### src/rtl/stream_demux_buf.sv
// 1-to-NCH valid/ready demultiplexer with a one-entry register per output channel.
// Optional per-channel delivery counters are built when DEMUX_STATS_EN is defined.
module stream_demux_buf #(
  parameter int DW  = 3,
  parameter int NCH = 8,
  parameter int SW  = $clog2(NCH)
) (
  input  logic              clk,
  input  logic              rst,
  input  logic              en,
  input  logic              in_valid,
  output logic              in_ready,
  input  logic [DW-1:0]     in_data,
  input  logic [SW-1:0]     in_sel,
  output logic [NCH-1:0]    out_valid,
  input  logic [NCH-1:0]    out_ready,
  output logic [NCH*DW-1:0] out_data,
  output logic              sel_err,
  input  logic [SW-1:0]     stat_sel,
  output logic [15:0]       stat_cnt
);

  logic [NCH-1:0]         full_r;
  logic [NCH-1:0][DW-1:0] data_r;
  logic                   sel_err_r;

  logic [NCH-1:0] sel_hit_s;
  logic [NCH-1:0] pop_s;
  logic [NCH-1:0] load_s;
  logic           sel_bad_s;
  logic           accept_s;

  // Decode destination; an out-of-range select hits no channel and is never blocked.
  always_comb begin
    for (int k = 0; k < NCH; k++) begin
      sel_hit_s[k] = (in_sel == SW'(k));
    end
    sel_bad_s = ~|sel_hit_s;
    pop_s     = full_r & out_ready;
    in_ready  = en & ~|(sel_hit_s & full_r & ~out_ready);
    accept_s  = in_valid & in_ready;
    load_s    = accept_s ? sel_hit_s : {NCH{1'b0}};
  end

  // Channel registers: a load wins over a same-cycle pop so full stays set.
  always_ff @(posedge clk) begin
    if (rst) begin
      full_r    <= {NCH{1'b0}};
      data_r    <= {(NCH*DW){1'b0}};
      sel_err_r <= 1'b0;
    end else begin
      for (int k = 0; k < NCH; k++) begin
        if (load_s[k]) begin
          full_r[k] <= 1'b1;
          data_r[k] <= in_data;
        end else if (pop_s[k]) begin
          full_r[k] <= 1'b0;
        end else begin
          full_r[k] <= full_r[k];
        end
      end
      sel_err_r <= accept_s & sel_bad_s;
    end
  end

  assign out_valid = full_r;
  assign out_data  = data_r;
  assign sel_err   = sel_err_r;

`ifdef DEMUX_STATS_EN
  logic [NCH-1:0][15:0] cnt_r;

  // Saturating delivered-word counters, one per channel.
  always_ff @(posedge clk) begin
    if (rst) begin
      cnt_r <= {(NCH*16){1'b0}};
    end else begin
      for (int k = 0; k < NCH; k++) begin
        if (pop_s[k] && (cnt_r[k] != 16'hFFFF)) begin
          cnt_r[k] <= cnt_r[k] + 16'd1;
        end else begin
          cnt_r[k] <= cnt_r[k];
        end
      end
    end
  end

  // Readout mux; an out-of-range index reads zero.
  always_comb begin
    stat_cnt = 16'h0000;
    for (int k = 0; k < NCH; k++) begin
      stat_cnt = (stat_sel == SW'(k)) ? cnt_r[k] : stat_cnt;
    end
  end
`else
  logic unused_stat_s;
  assign unused_stat_s = ^stat_sel;
  assign stat_cnt      = 16'h0000;
`endif

endmodule

### config.mk
export PLATFORM = sky130hd
export DESIGN_NAME = stream_demux_buf
export DESIGN_NICKNAME = d
export VERILOG_FILES = /design/src/rtl/stream_demux_buf.sv
export SDC_FILE = /design/constraint.sdc
export NUM_CORES = 1
export LEC_CHECK = 0
export BUFFER_PORTS_ARGS = -buffer_cell sky130_fd_sc_hd__buf_2
export CAP_MARGIN = 20
export CORE_ASPECT_RATIO = 0.7
export CORE_MARGIN = 8
export CORE_UTILIZATION = 51
export CTS_CLUSTER_DIAMETER = 60
export DETAILED_ROUTE_END_ITERATION = 6
export PLACE_DENSITY_LB_ADDON = 0.12
export SKIP_CTS_REPAIR_TIMING = 1
export SYNTH_ARGS = -nofsm -noshare
export SYNTH_HDL_FRONTEND = slang
export SYNTH_SLANG_ARGS = --single-unit
### constraint.sdc
create_clock -name clk -period 2.2 [get_ports clk]
set_input_delay 0.44 -clock clk [delete_from_list [all_inputs] [get_ports clk]]
set_output_delay 0.44 -clock clk [all_outputs]
set_load 0.05 [all_outputs]
# ---- Yosys cells after proc, flatten, opt, wreduce, memory -nomap -nowiden
# Cells that the tools add are included.
# Widths: inputs -> output; s select.
dict set report classes {
  n_addsub 0
  n_mul 0
  div_mod_pow 0
  magnitude_cmp 0
  eq_ne 7
  n_shift 0
  n_mux 17
  n_bitwise 7
  n_reduce_logical 13
}
# operator count
set op_table {}
lappend op_table {{$and 8x8->8} 3}
lappend op_table {{$mux 1} 16}
lappend op_table {{$reduce_bool 2->1} 8}
lappend op_table {{$reduce_or 8->1} 2}
lappend op_table {{$eq 3x3->1 const B} 4}
lappend op_table {{$mux 8} 1}
lappend op_table {{$not 8->8} 1}
lappend op_table {{$eq 3x2->1 const B} 2}
lappend op_table {{$and 1x1->1} 3}
lappend op_table {{$eq 3x1->1 const B} 1}
lappend op_table {{$logic_not 3->1} 1}
lappend op_table {{$logic_not 1->1} 2}
dict set report word_totals {
  register_bits 33
  latch_bits 0
  mem_bits_rw 0
  rom_bits 0
  inputBits 21
  word_cells 61
  mem_count 0
}

# ---- Longest topological paths before layout
# Gate-level depths: netlist of the first run.
dict set report logic_depth {
  word_depth 9
  ltp_mapped 6
}

# ---- Worst setup path after synthesis of the first run
# No wires, ideal clock.
dict set report synth_path {
  path_type {reg2out}
  startpoint {register full_r[3], in the netlist out_valid[3]}
  endpoint {output in_ready}
  arrival_time_ns 1.844
  t_required_ns 1.760
  path_slack_ns -0.084
  path_stages_with_launch 4
  path_cell_list {dfxtp_1 and4b_1 a311o_1 o22ai_1}
}
dict set report synth_between {
  elab_chain_len 5
}
# element line_no
set synth_lines {}
lappend synth_lines {{start: declaration} 23} ;# logic [NCH-1:0] full_r;
lappend synth_lines {{start signal: assignment} 48} ;# full_r <= {NCH{1'b0}};
lappend synth_lines {{start signal: indexed assignment} 59} ;# full_r[k] <= full_r[k];
lappend synth_lines {{$and 8x8->8 (2 in series)} 40} ;# in_ready = en & ~|(sel_hit_s & full_r & ~out_ready);
lappend synth_lines {{$reduce_or 8->1} 40}
lappend synth_lines {{$logic_not 1->1} 40}
lappend synth_lines {{$and 1x1->1} 40}
lappend synth_lines {{end: declaration} 12} ;# output logic in_ready,
# No other way between the ends.

# ---- Final worst setup path of the first run
dict set report layout_path {
  startpoint {register full_r[1], in the netlist out_valid[1]}
  endpoint {output in_ready}
}
# The elaborated chain is that of the path after synthesis.

==> results of run 1 <==
-- path summary, 6_finish.rpt --
kind	startpoint	endpoint	slack [ns]
hold reg to reg	out_data[21]	out_data[21]	0.47
hold / removal	out_data[21]	out_data[21]	0.47
setup reg to reg	out_valid[1]	out_data[3]	1.11
setup / recovery	out_valid[1]	in_ready	0.20
-- layout make-up --
class,count,area [um2],area share (%)
multi-input combinational,144,869.6,44.69
sequential,33,660.6,33.95
timing repair buffer,52,262.8,13.50
clock buffer,7,96.34,4.952
tap,38,47.55,2.444
clock inverter,1,5.005,0.2572
inverter,1,3.754,0.1929
-- sequential cells by signal (all words and copies together) (netlist names) --
signal and cells:
out_data 24, sel_err 1, out_valid 8
-- power groups by stage --
stage	Sequential, uW	Combinational [uW]	Clock [uW]
floorplan	654	165	0
global placement	624	204	0
detailed placement	624	206	0
CTS	610	206	505
global route	611	222	534
finish	611	209	496
-- routing by layer --
layer | share of wire (%) | wire length [um] | GRT usage (%) | vias up
met1 | 45 | 2012 | 19.01 | 746
met3 | 11 | 476 | 6.918 | 9
met5 | 0 | 0 | 0 | -
met2 | 43 | 1925 | 26.21 | 77
met4 | 1.2 | 52 | 6.957 | 0
li1 | - | - | - | 781
-- cells in the mapped netlist --
cell                        count
sky130_fd_sc_hd__a21oi_1       33
sky130_fd_sc_hd__dfxtp_1       33
sky130_fd_sc_hd__nand4_1       24
sky130_fd_sc_hd__o31ai_1       24
sky130_fd_sc_hd__buf_4         17
sky130_fd_sc_hd__nand2b_1      11
sky130_fd_sc_hd__nor2b_1       10
sky130_fd_sc_hd__buf_2          9
sky130_fd_sc_hd__nor2_1         8
sky130_fd_sc_hd__buf_6          5
sky130_fd_sc_hd__clkbuf_1       3
sky130_fd_sc_hd__o311ai_0       2
sky130_fd_sc_hd__a311o_1        1
sky130_fd_sc_hd__and2_1         1
sky130_fd_sc_hd__and3_1         1
sky130_fd_sc_hd__and3b_1        1
sky130_fd_sc_hd__and4b_1        1
sky130_fd_sc_hd__clkbuf_2       1
sky130_fd_sc_hd__conb_1         1
sky130_fd_sc_hd__inv_1          1
sky130_fd_sc_hd__nand2_1        1
sky130_fd_sc_hd__nand3_1        1
sky130_fd_sc_hd__nand3b_1       1
sky130_fd_sc_hd__nand3b_4       1
sky130_fd_sc_hd__nand4b_1       1
sky130_fd_sc_hd__nand4bb_1      1
sky130_fd_sc_hd__nor2_2         1
sky130_fd_sc_hd__o22ai_1        1
sky130_fd_sc_hd__or2_1          1
sky130_fd_sc_hd__or3b_1         1
-- through the flow --
stage          area (um2)  total power (uW)  utilization (%)  hold WS [ns]  instances
5_1_grt              1946              1368            61.39        0.4973        276
2_1_floorplan        1779             818.5                -        0.5091        213
3_3_place_gp         1844             827.1            58.19        0.4534        268
6_report             1946              1316            61.39        0.4706        276
3_5_place_dp         1844             829.4            58.19        0.4627        268
4_1_cts              1946              1322            61.39        0.4730        276
-- tightest hold or removal path, delay by kind of cell (launching register included) --
kind               cells  cell delay (ns)
AOI/OAI and AO/OA      2             0.12
DFF                    1             0.31
-- cell families (layout without fill, tap and decap cells) --
kind of cell | Yosys count | in the layout | share of synthesized area, %
AOI/OAI and AO/OA | 61 | 61 | 22.13
buffers and inverters | 36 | 61 | 14.54
DFF | 33 | 33 | 38.57
other | 1 | 17 | 0.2189
and+or+nand+nor | 66 | 66 | 24.54
==> impl_metrics.env, run 1 <==
export IMPL_layout_cells_most_common_list="sky130_fd_sc_hd__buf_2 (51), sky130_fd_sc_hd__a21oi_1 (33), sky130_fd_sc_hd__dfxtp_1 (33)"
export IMPL_max_cap_violations=0
export IMPL_synthesis_yosys_warnings=0
export IMPL_cts_max_path_buffers=2
export IMPL_crit_path_top_delay_cell="sky130_fd_sc_hd__a311o_1"
export IMPL_finalSetupViolCount=0
export IMPL_number_of_vias_after_detailed_routing=1613
export IMPL_detail_route_first_pass_iterations=6
export IMPL_clock_latency_on_the_worst_skew_pair_ns=0.29
export IMPL_numCtsBuffers=5
export IMPL_critical_path_top_delay_family="compound AO/OA/AOI/OAI gates"
export IMPL_post_synthesis_cell_count=197
export IMPL_ant_nets=0
export IMPL_critical_path_class="register to output port"
export IMPL_worst_setup_path_end_kind="output port"
export IMPL_cts_tree="built"
export IMPL_clock_sinks=33
export IMPL_rsz0062_at_grt="false"
export IMPL_drt_vias_per_instance=5.844
export IMPL_syn_to_final_growth_pct=13.59
export IMPL_power_density_cell_area_mw_per_mm2=676.2
export IMPL_grt_util_all_layers_pct=16.39
export IMPL_final_nets=258
export IMPL_post_route_min_period_ns=2.003
export IMPL_portBuffers=51
export IMPL_ys_top_cells_by_area="sky130_fd_sc_hd__dfxtp_1 (39%), sky130_fd_sc_hd__o31ai_1 (11%), sky130_fd_sc_hd__a21oi_1 (9.6%), sky130_fd_sc_hd__nand4_1 (8.8%), sky130_fd_sc_hd__buf_4 (7.5%)"
export IMPL_fillerInstances=278
export IMPL_slew_limit_headroom_pct=62.47
export IMPL_dp_hpwl_mm=3.263
export IMPL_power_switching_fraction_pct=29.47
export IMPL_place_congestion=0.7729
export IMPL_fin_tns_setup_ns=0
export IMPL_max_vdd_ir_drop_mv=0.4122
export IMPL_grt_pass1_vias=1633
export IMPL_die_height_um=64.49
export IMPL_drt_drc_violations_left=0
export IMPL_crit_path_cell_trace="nor2b_1 -> a311o_1 -> o22ai_2 -> buf_2"
export IMPL_synthesis_area_per_instance_um2=8.695
export IMPL_combPwrFrac_pct=15.9
export IMPL_timing_hold_worst_class="register to register"
export IMPL_postSynthRegisterBits=33
export IMPL_die_width_um=85.27
export IMPL_critPathMaxStageDelay_ns=0.38
export IMPL_critPathMaxFanout=5
export IMPL_final_hold_viol_count=0
export IMPL_hold_path_cell_count=2
export IMPL_number_of_cells_on_the_worst_reg_to_reg_path=3
export IMPL_maxClockFrequency_mhz=499.2
export IMPL_pwr_share_seq_pct=46.4
export IMPL_io_pins=71
export IMPL_final_min_period_over_clock_period_pct=91.06
export IMPL_dieArea_mm2=0.005498
export IMPL_place_ws_ns=0.2295
export IMPL_startpoint_type="register"
export IMPL_cellLeakagePower_uw=0.0008100
export IMPL_critPathArrivalTime_ns=1.56
export IMPL_h_tree_depth=2
export IMPL_syn_area_mm2=0.001713
export IMPL_worstPathRequired_ns=1.76
export IMPL_core_mm2=0.003169
export IMPL_postLayoutSetupSlackWorst_ns=0.1966
export IMPL_yosys_area_top_type_share_pct=38.57
export IMPL_path_clk_slew_ns=0.07
export IMPL_drt_wirelength_per_cell_um=16.18
export IMPL_drv_slew=0
export IMPL_mostFrequentLayoutCell="sky130_fd_sc_hd__buf_2"
export IMPL_cell_internal_pwr_uw=927.9
export IMPL_post_synth_num_cell_types=30
export IMPL_initial_utilization_pct=54.05
export IMPL_row_count=17
export IMPL_fin_skew_ns=0.01101
export IMPL_p_clk_share_pct=37.7
export IMPL_detailed_route_wire_length_mm=4.466
export IMPL_antenna_found_initial=0
export IMPL_yosys_area_top_type="sky130_fd_sc_hd__dfxtp_1"
export IMPL_cts_root_buffer="sky130_fd_sc_hd__clkbuf_8"
export IMPL_grt_first_pass_wirelength_mm=7.438
export IMPL_final_layout_size_suffix_gt1_share_pct=26.47
export IMPL_worst_path_stages=4
export IMPL_detailedRoute_firstIterationViolations=179
export IMPL_switchingPower_uw=387.7
export IMPL_critPathBufInv=1
export IMPL_run_status="finished clean"
export IMPL_worstMarginPinSlew_ns=0.5630
export IMPL_n_antenna_cell=0
export IMPL_grt_remaining_overflow=0
export IMPL_synth_sequential_area_ratio_pct=38.57
export IMPL_pin_count_of_the_biggest_net_entering_global_routing=33
No activity file was read; power rests on OpenSTA's default activity.
==> inputs of run 2 (changes only) <==
Settings changed: CORE_UTILIZATION 51 to 53, CTS_BUF_LIST set to sky130_fd_sc_hd__clkbuf_8, GPL_ROUTABILITY_DRIVEN set to 0.
==> run 2 against run 1 <==
Effect of this change: sequential power about the same; final cell count decreased by 0.36%; core utilization increased by 0.35 points; first-iteration DRC count decreased by 12%; worst hold slack got worse by 0.0053 ns; non-clock buffer count unchanged; clock power decreased by 11%; maximum frequency increased by 0.92%; wire length unchanged; critical path depth unchanged; critical endpoint unchanged; largest cell class unchanged.
==> impl_metrics.env, run 2 (same netlist as run 1, synthesis figures left out) <==
export IMPL_run_status="finished clean"
export IMPL_dp_hpwl_mm=3.253
export IMPL_io_pins=71
export IMPL_pin_count_of_the_biggest_net_entering_global_routing=33
export IMPL_worstMarginPinSlew_ns=0.5785
export IMPL_antenna_found_initial=0
export IMPL_core_mm2=0.003127
export IMPL_dp_cells=268
export IMPL_max_cap_violations=0
export IMPL_detail_route_first_pass_iterations=4
export IMPL_die_width_um=83.95
export IMPL_path_clk_slew_ns=0.06
export IMPL_drt_wirelength_per_cell_um=16.24
export IMPL_initial_utilization_pct=54.78
export IMPL_hold_path_cell_count=2
export IMPL_fin_skew_ns=0.001910
export IMPL_portBuffers=51
export IMPL_cts_max_path_buffers=2
export IMPL_startpoint_type="register"
export IMPL_h_tree_depth=2
export IMPL_grt_first_pass_wirelength_mm=7.465
export IMPL_maxClockFrequency_mhz=503.7
export IMPL_number_of_vias_after_detailed_routing=1585
export IMPL_final_hold_viol_count=0
export IMPL_final_min_period_over_clock_period_pct=90.23
export IMPL_worst_path_stages=4
export IMPL_finalCoreUtilization_pct=61.74
export IMPL_clock_sinks=33
export IMPL_largest_register_ffs=24
export IMPL_timing_hold_worst_class="register to register"
export IMPL_critPathBufInv=1
export IMPL_number_of_cells_on_the_worst_reg_to_reg_path=3
export IMPL_final_nets=258
export IMPL_mostFrequentLayoutCell="sky130_fd_sc_hd__buf_2"
export IMPL_critical_path_class="register to output port"
export IMPL_grt_remaining_overflow=0
export IMPL_rsz0062_at_grt="false"
export IMPL_slew_limit_headroom_pct=61.43
export IMPL_grt_util_all_layers_pct=16.56
export IMPL_finalInstanceArea_mm2=0.001931
export IMPL_crit_path_top_delay_cell="sky130_fd_sc_hd__a311o_1"
export IMPL_finalSetupViolCount=0
export IMPL_max_vdd_ir_drop_mv=0.3867
export IMPL_drt_drc_violations_left=0
export IMPL_post_route_min_period_ns=1.985
export IMPL_layout_cells_non_filler=275
export IMPL_cts_tree="built"
export IMPL_crit_path_cell_trace="nor2b_1 -> a311o_1 -> o22ai_2 -> buf_2"
export IMPL_critPathMaxStageDelay_ns=0.38
export IMPL_final_layout_size_suffix_gt1_share_pct=25.74
export IMPL_cellLeakagePower_uw=0.0008042
export IMPL_critical_path_top_delay_family="compound AO/OA/AOI/OAI gates"
export IMPL_numCtsBuffers=5
export IMPL_die_height_um=63.57
export IMPL_r2r_slack_ns=1.16
export IMPL_worstPathRequired_ns=1.76
export IMPL_syn_to_final_growth_pct=12.71
export IMPL_placedInstanceArea_mm2=0.001844
export IMPL_row_count=17
export IMPL_power_density_cell_area_mw_per_mm2=654.4
export IMPL_n_antenna_cell=0
export IMPL_worst_setup_path_end_kind="output port"
export IMPL_dieArea_mm2=0.005336
export IMPL_drt_vias_per_instance=5.764
export IMPL_fin_tns_setup_ns=0
export IMPL_detailedRoute_firstIterationViolations=157
export IMPL_cts_root_buffer="sky130_fd_sc_hd__clkbuf_8"
export IMPL_drv_slew=0
export IMPL_grt_pass1_vias=1587
export IMPL_detailed_route_wire_length_mm=4.466
export IMPL_critPathArrivalTime_ns=1.55
export IMPL_clock_latency_on_the_worst_skew_pair_ns=0.27
export IMPL_finalHoldWorstSlack_ns=0.4653
export IMPL_critPathMaxFanout=5
export IMPL_ant_nets=0
export IMPL_layout_cells_most_common_list="sky130_fd_sc_hd__buf_2 (51), sky130_fd_sc_hd__a21oi_1 (33), sky130_fd_sc_hd__dfxtp_1 (33)"
[run 2: changes by cell type in the layout (fill, tap and decap cells not counted), sizes merged]
| cell | previous run | this run |
|---|---|---|
| clkinv | 1 | 0 |
| clkbuf | 7 | 6 |
| inv | 1 | 2 |
[run 2: path summary, 6_finish.rpt]
path                                     end         start
worst max register to register   out_data[5]  out_valid[1]
worst min register to register  out_data[21]  out_data[21]
worst max-delay path                in_ready  out_valid[1]
worst min-delay path            out_data[21]  out_data[21]
[run 2: layout make-up]
| type | count | area, um2 |
|---|---|---|
| multi-input combinational | 144 | 869.6 |
| sequential | 33 | 660.6 |
| fill | 283 | 1196 |
| timing repair buffer | 52 | 262.8 |
| inverter | 1 | 3.754 |
| clock inverter | 1 | 3.754 |
| tap | 38 | 47.55 |
| clock buffer | 6 | 82.58 |
[run 2: where the power goes]
group          switching (uW)  total, uW  internal [uW]
clock                     200        443            243
combinational             170        210           39.4
sequential               4.48        611            606
total                     375       1260            889
[run 2: worst register-to-register path, delay by kind of cell, from the launching register on]
kind            cells  cell delay, ns
simple gates        1            0.33
flops               1            0.34
compound gates      2            0.30
[run 2: per-layer routing]
layer	GRT usage, %	up-vias	wire (um)
li1	-	776	-
met1	19.24	735	1982
met2	26.42	67	2033
met3	8.601	7	419
met4	3.648	0	30
met5	0	-	0
[run 2: metrics by stage]
step                power, uW  setup slack, ns
floorplan               818.5           0.2350
global placement        827.3           0.2382
detailed placement      830.8           0.1964
CTS                      1268           0.1955
global route             1315           0.1256
finish                   1263           0.2149
==> inputs of run 3 (changes only) <==
Settings changed: BUFFER_PORTS_ARGS -buffer_cell sky130_fd_sc_hd__buf_2 to -buffer_cell sky130_fd_sc_hd__buf_4.
==> run 3 against run 2 <==
Effect of this change: register-to-register slack got worse by 0.05 ns; critical path depth unchanged; maximum frequency increased by 2.3%; sequential power about the same; wire length increased by 5.7%; die area unchanged; via count increased by 3.0%; cell area increased by 7.4%; core utilization increased by 4.6 points; global-route usage increased by 0.70 points; worst hold slack improved by 0.0075 ns; combinational power increased by 7%.
==> impl_metrics.env, run 3 (same netlist as run 1, synthesis figures left out) <==
export IMPL_die_height_um=63.57
export IMPL_fin_tns_setup_ns=0
export IMPL_critPathMaxStageDelay_ns=0.39
export IMPL_dieArea_mm2=0.005336
export IMPL_post_route_min_period_ns=1.940
export IMPL_detailedRoute_firstIterationViolations=160
export IMPL_maxClockFrequency_mhz=515.4
export IMPL_r2r_slack_ns=1.11
export IMPL_critPathArrivalTime_ns=1.50
export IMPL_grt_first_pass_wirelength_mm=7.638
export IMPL_drv_slew=0
export IMPL_critical_path_top_delay_family="compound AO/OA/AOI/OAI gates"
export IMPL_max_vdd_ir_drop_mv=0.4070
export IMPL_combPwrFrac_pct=16.7
export IMPL_portBuffers=51
export IMPL_pwr_share_seq_pct=45.6
export IMPL_drt_wirelength_per_cell_um=17.10
export IMPL_dp_hpwl_mm=3.343
export IMPL_pin_count_of_the_biggest_net_entering_global_routing=33
export IMPL_cts_root_buffer="sky130_fd_sc_hd__clkbuf_8"
export IMPL_critPathMaxFanout=4
export IMPL_p_clk_share_pct=37.7
export IMPL_slew_limit_headroom_pct=61.39
export IMPL_critPathBufInv=1
export IMPL_fin_skew_ns=0.009550
export IMPL_detail_route_first_pass_iterations=4
export IMPL_startpoint_type="register"
export IMPL_syn_to_final_growth_pct=21.04
export IMPL_initial_utilization_pct=54.78
export IMPL_n_antenna_cell=0
export IMPL_cellLeakagePower_uw=0.0008235
export IMPL_power_density_cell_area_mw_per_mm2=646.8
export IMPL_cell_internal_pwr_uw=941.7
export IMPL_drt_drc_violations_left=0
export IMPL_r2r_start="out_valid[1]"
export IMPL_worst_setup_path_end_kind="output port"
export IMPL_clock_latency_on_the_worst_skew_pair_ns=0.29
export IMPL_hold_path_startpoint="out_data[7]"
export IMPL_multi_input_area_um2=869.6
export IMPL_h_tree_depth=2
export IMPL_mostFrequentLayoutCell="sky130_fd_sc_hd__buf_4"
export IMPL_row_count=17
export IMPL_whs_endpoint="out_data[7]"
export IMPL_io_pins=71
export IMPL_number_of_vias_after_detailed_routing=1632
export IMPL_finalSetupViolCount=0
export IMPL_layout_cells_most_common_list="sky130_fd_sc_hd__buf_4 (52), sky130_fd_sc_hd__a21oi_1 (33), sky130_fd_sc_hd__dfxtp_1 (33)"
export IMPL_final_layout_size_suffix_gt1_share_pct=26.47
export IMPL_final_min_period_over_clock_period_pct=88.19
export IMPL_run_status="finished clean"
export IMPL_max_cap_violations=0
export IMPL_hold_path_cell_count=2
export IMPL_ant_nets=0
export IMPL_drt_vias_per_instance=5.913
export IMPL_rsz0062_at_grt="false"
export IMPL_worstPathRequired_ns=1.76
export IMPL_grt_pass1_vias=1577
export IMPL_path_clk_slew_ns=0.07
export IMPL_switchingPower_uw=399.3
export IMPL_final_nets=258
export IMPL_placedInstanceArea_mm2=0.001972
export IMPL_cts_max_path_buffers=2
export IMPL_crit_path_cell_trace="nand2b_1 -> o311ai_0 -> o22ai_2 -> buf_4"
export IMPL_number_of_cells_on_the_worst_reg_to_reg_path=4
export IMPL_crit_path_top_delay_cell="sky130_fd_sc_hd__o311ai_0"
export IMPL_detailed_route_wire_length_mm=4.720
export IMPL_numCtsBuffers=5
export IMPL_fillerInstances=263
export IMPL_power_switching_fraction_pct=29.77
export IMPL_cts_tree="built"
export IMPL_grt_remaining_overflow=0
export IMPL_area_sequential_um2=660.6
export IMPL_reg2reg_to="out_data[3]"
export IMPL_finalInstanceArea_mm2=0.002073
export IMPL_die_width_um=83.95
export IMPL_critical_path_class="register to output port"
export IMPL_grt_util_all_layers_pct=17.27
export IMPL_final_hold_viol_count=0
export IMPL_clock_sinks=33
export IMPL_worstMarginPinSlew_ns=0.5792
export IMPL_timing_hold_worst_class="register to register"
export IMPL_antenna_found_initial=0
export IMPL_core_mm2=0.003127
export IMPL_largest_register_ffs=24
[run 3: layout make-up]
cell class,count,share of cell area [%]
repair buffers,52,18.83
inverters,1,0.1810
well taps,38,2.293
clock buffers,7,4.647
clock inverters,1,0.2414
flip-flops and latches,33,31.86
multi-input cells,144,41.94
[run 3: worst max-delay path by stage]
stage,cells after the start,slack (ns),startpoint,end
4_1_cts,4,0.22,out_valid[4],in_ready
3_3_place_gp,5,0.28,out_ready[4],in_ready
2_1_floorplan,3,0.23,out_valid[3],in_ready
3_5_place_dp,5,0.22,out_ready[4],in_ready
6_report,4,0.26,out_valid[6],in_ready
5_1_grt,4,0.13,out_valid[4],in_ready
[run 3: metal layers]
metal  part of all wire, %  track usage (%)  vias up  wire (um)
li1                      -                -      778          -
met1                    44            20.00      754       2068
met2                    45            26.80       92       2145
met3                   9.3            7.702        8        438
met4                   1.4            7.725        0         68
met5                     0                0        -          0
[run 3: stage by stage]
stage                     setup WS (ns)  hold slack [ns]  utilization (%)  total power, uW  std cells
after floorplan                  0.2350           0.5091                -            818.5        213
after global placement           0.2750           0.4570            63.07            841.5        268
after detailed placement         0.2227           0.4651            63.07            845.2        268
after CTS                        0.2166           0.4764            66.31             1342        276
after global routing             0.1339           0.4726            66.31             1389        276
final                            0.2598           0.4728            66.31             1341        276
[run 3: worst reg2reg max path: cells and delay by family (launching register included)]
kind,cells,cell delay (ns)
DFF,1,0.32
AOI/OAI and AO/OA,2,0.35
buffers and inverters,1,0.15
and+or+nand+nor,1,0.16
[run 3: power by group through the flow]
stage                     Clock, uW  Combinational (uW)  Sequential [uW]
after floorplan                   0                 165              654
after global placement            0                 217              624
after detailed placement          0                 221              625
after CTS                       509                 221              611
after global routing            540                 237              612
final                           506                 224              611
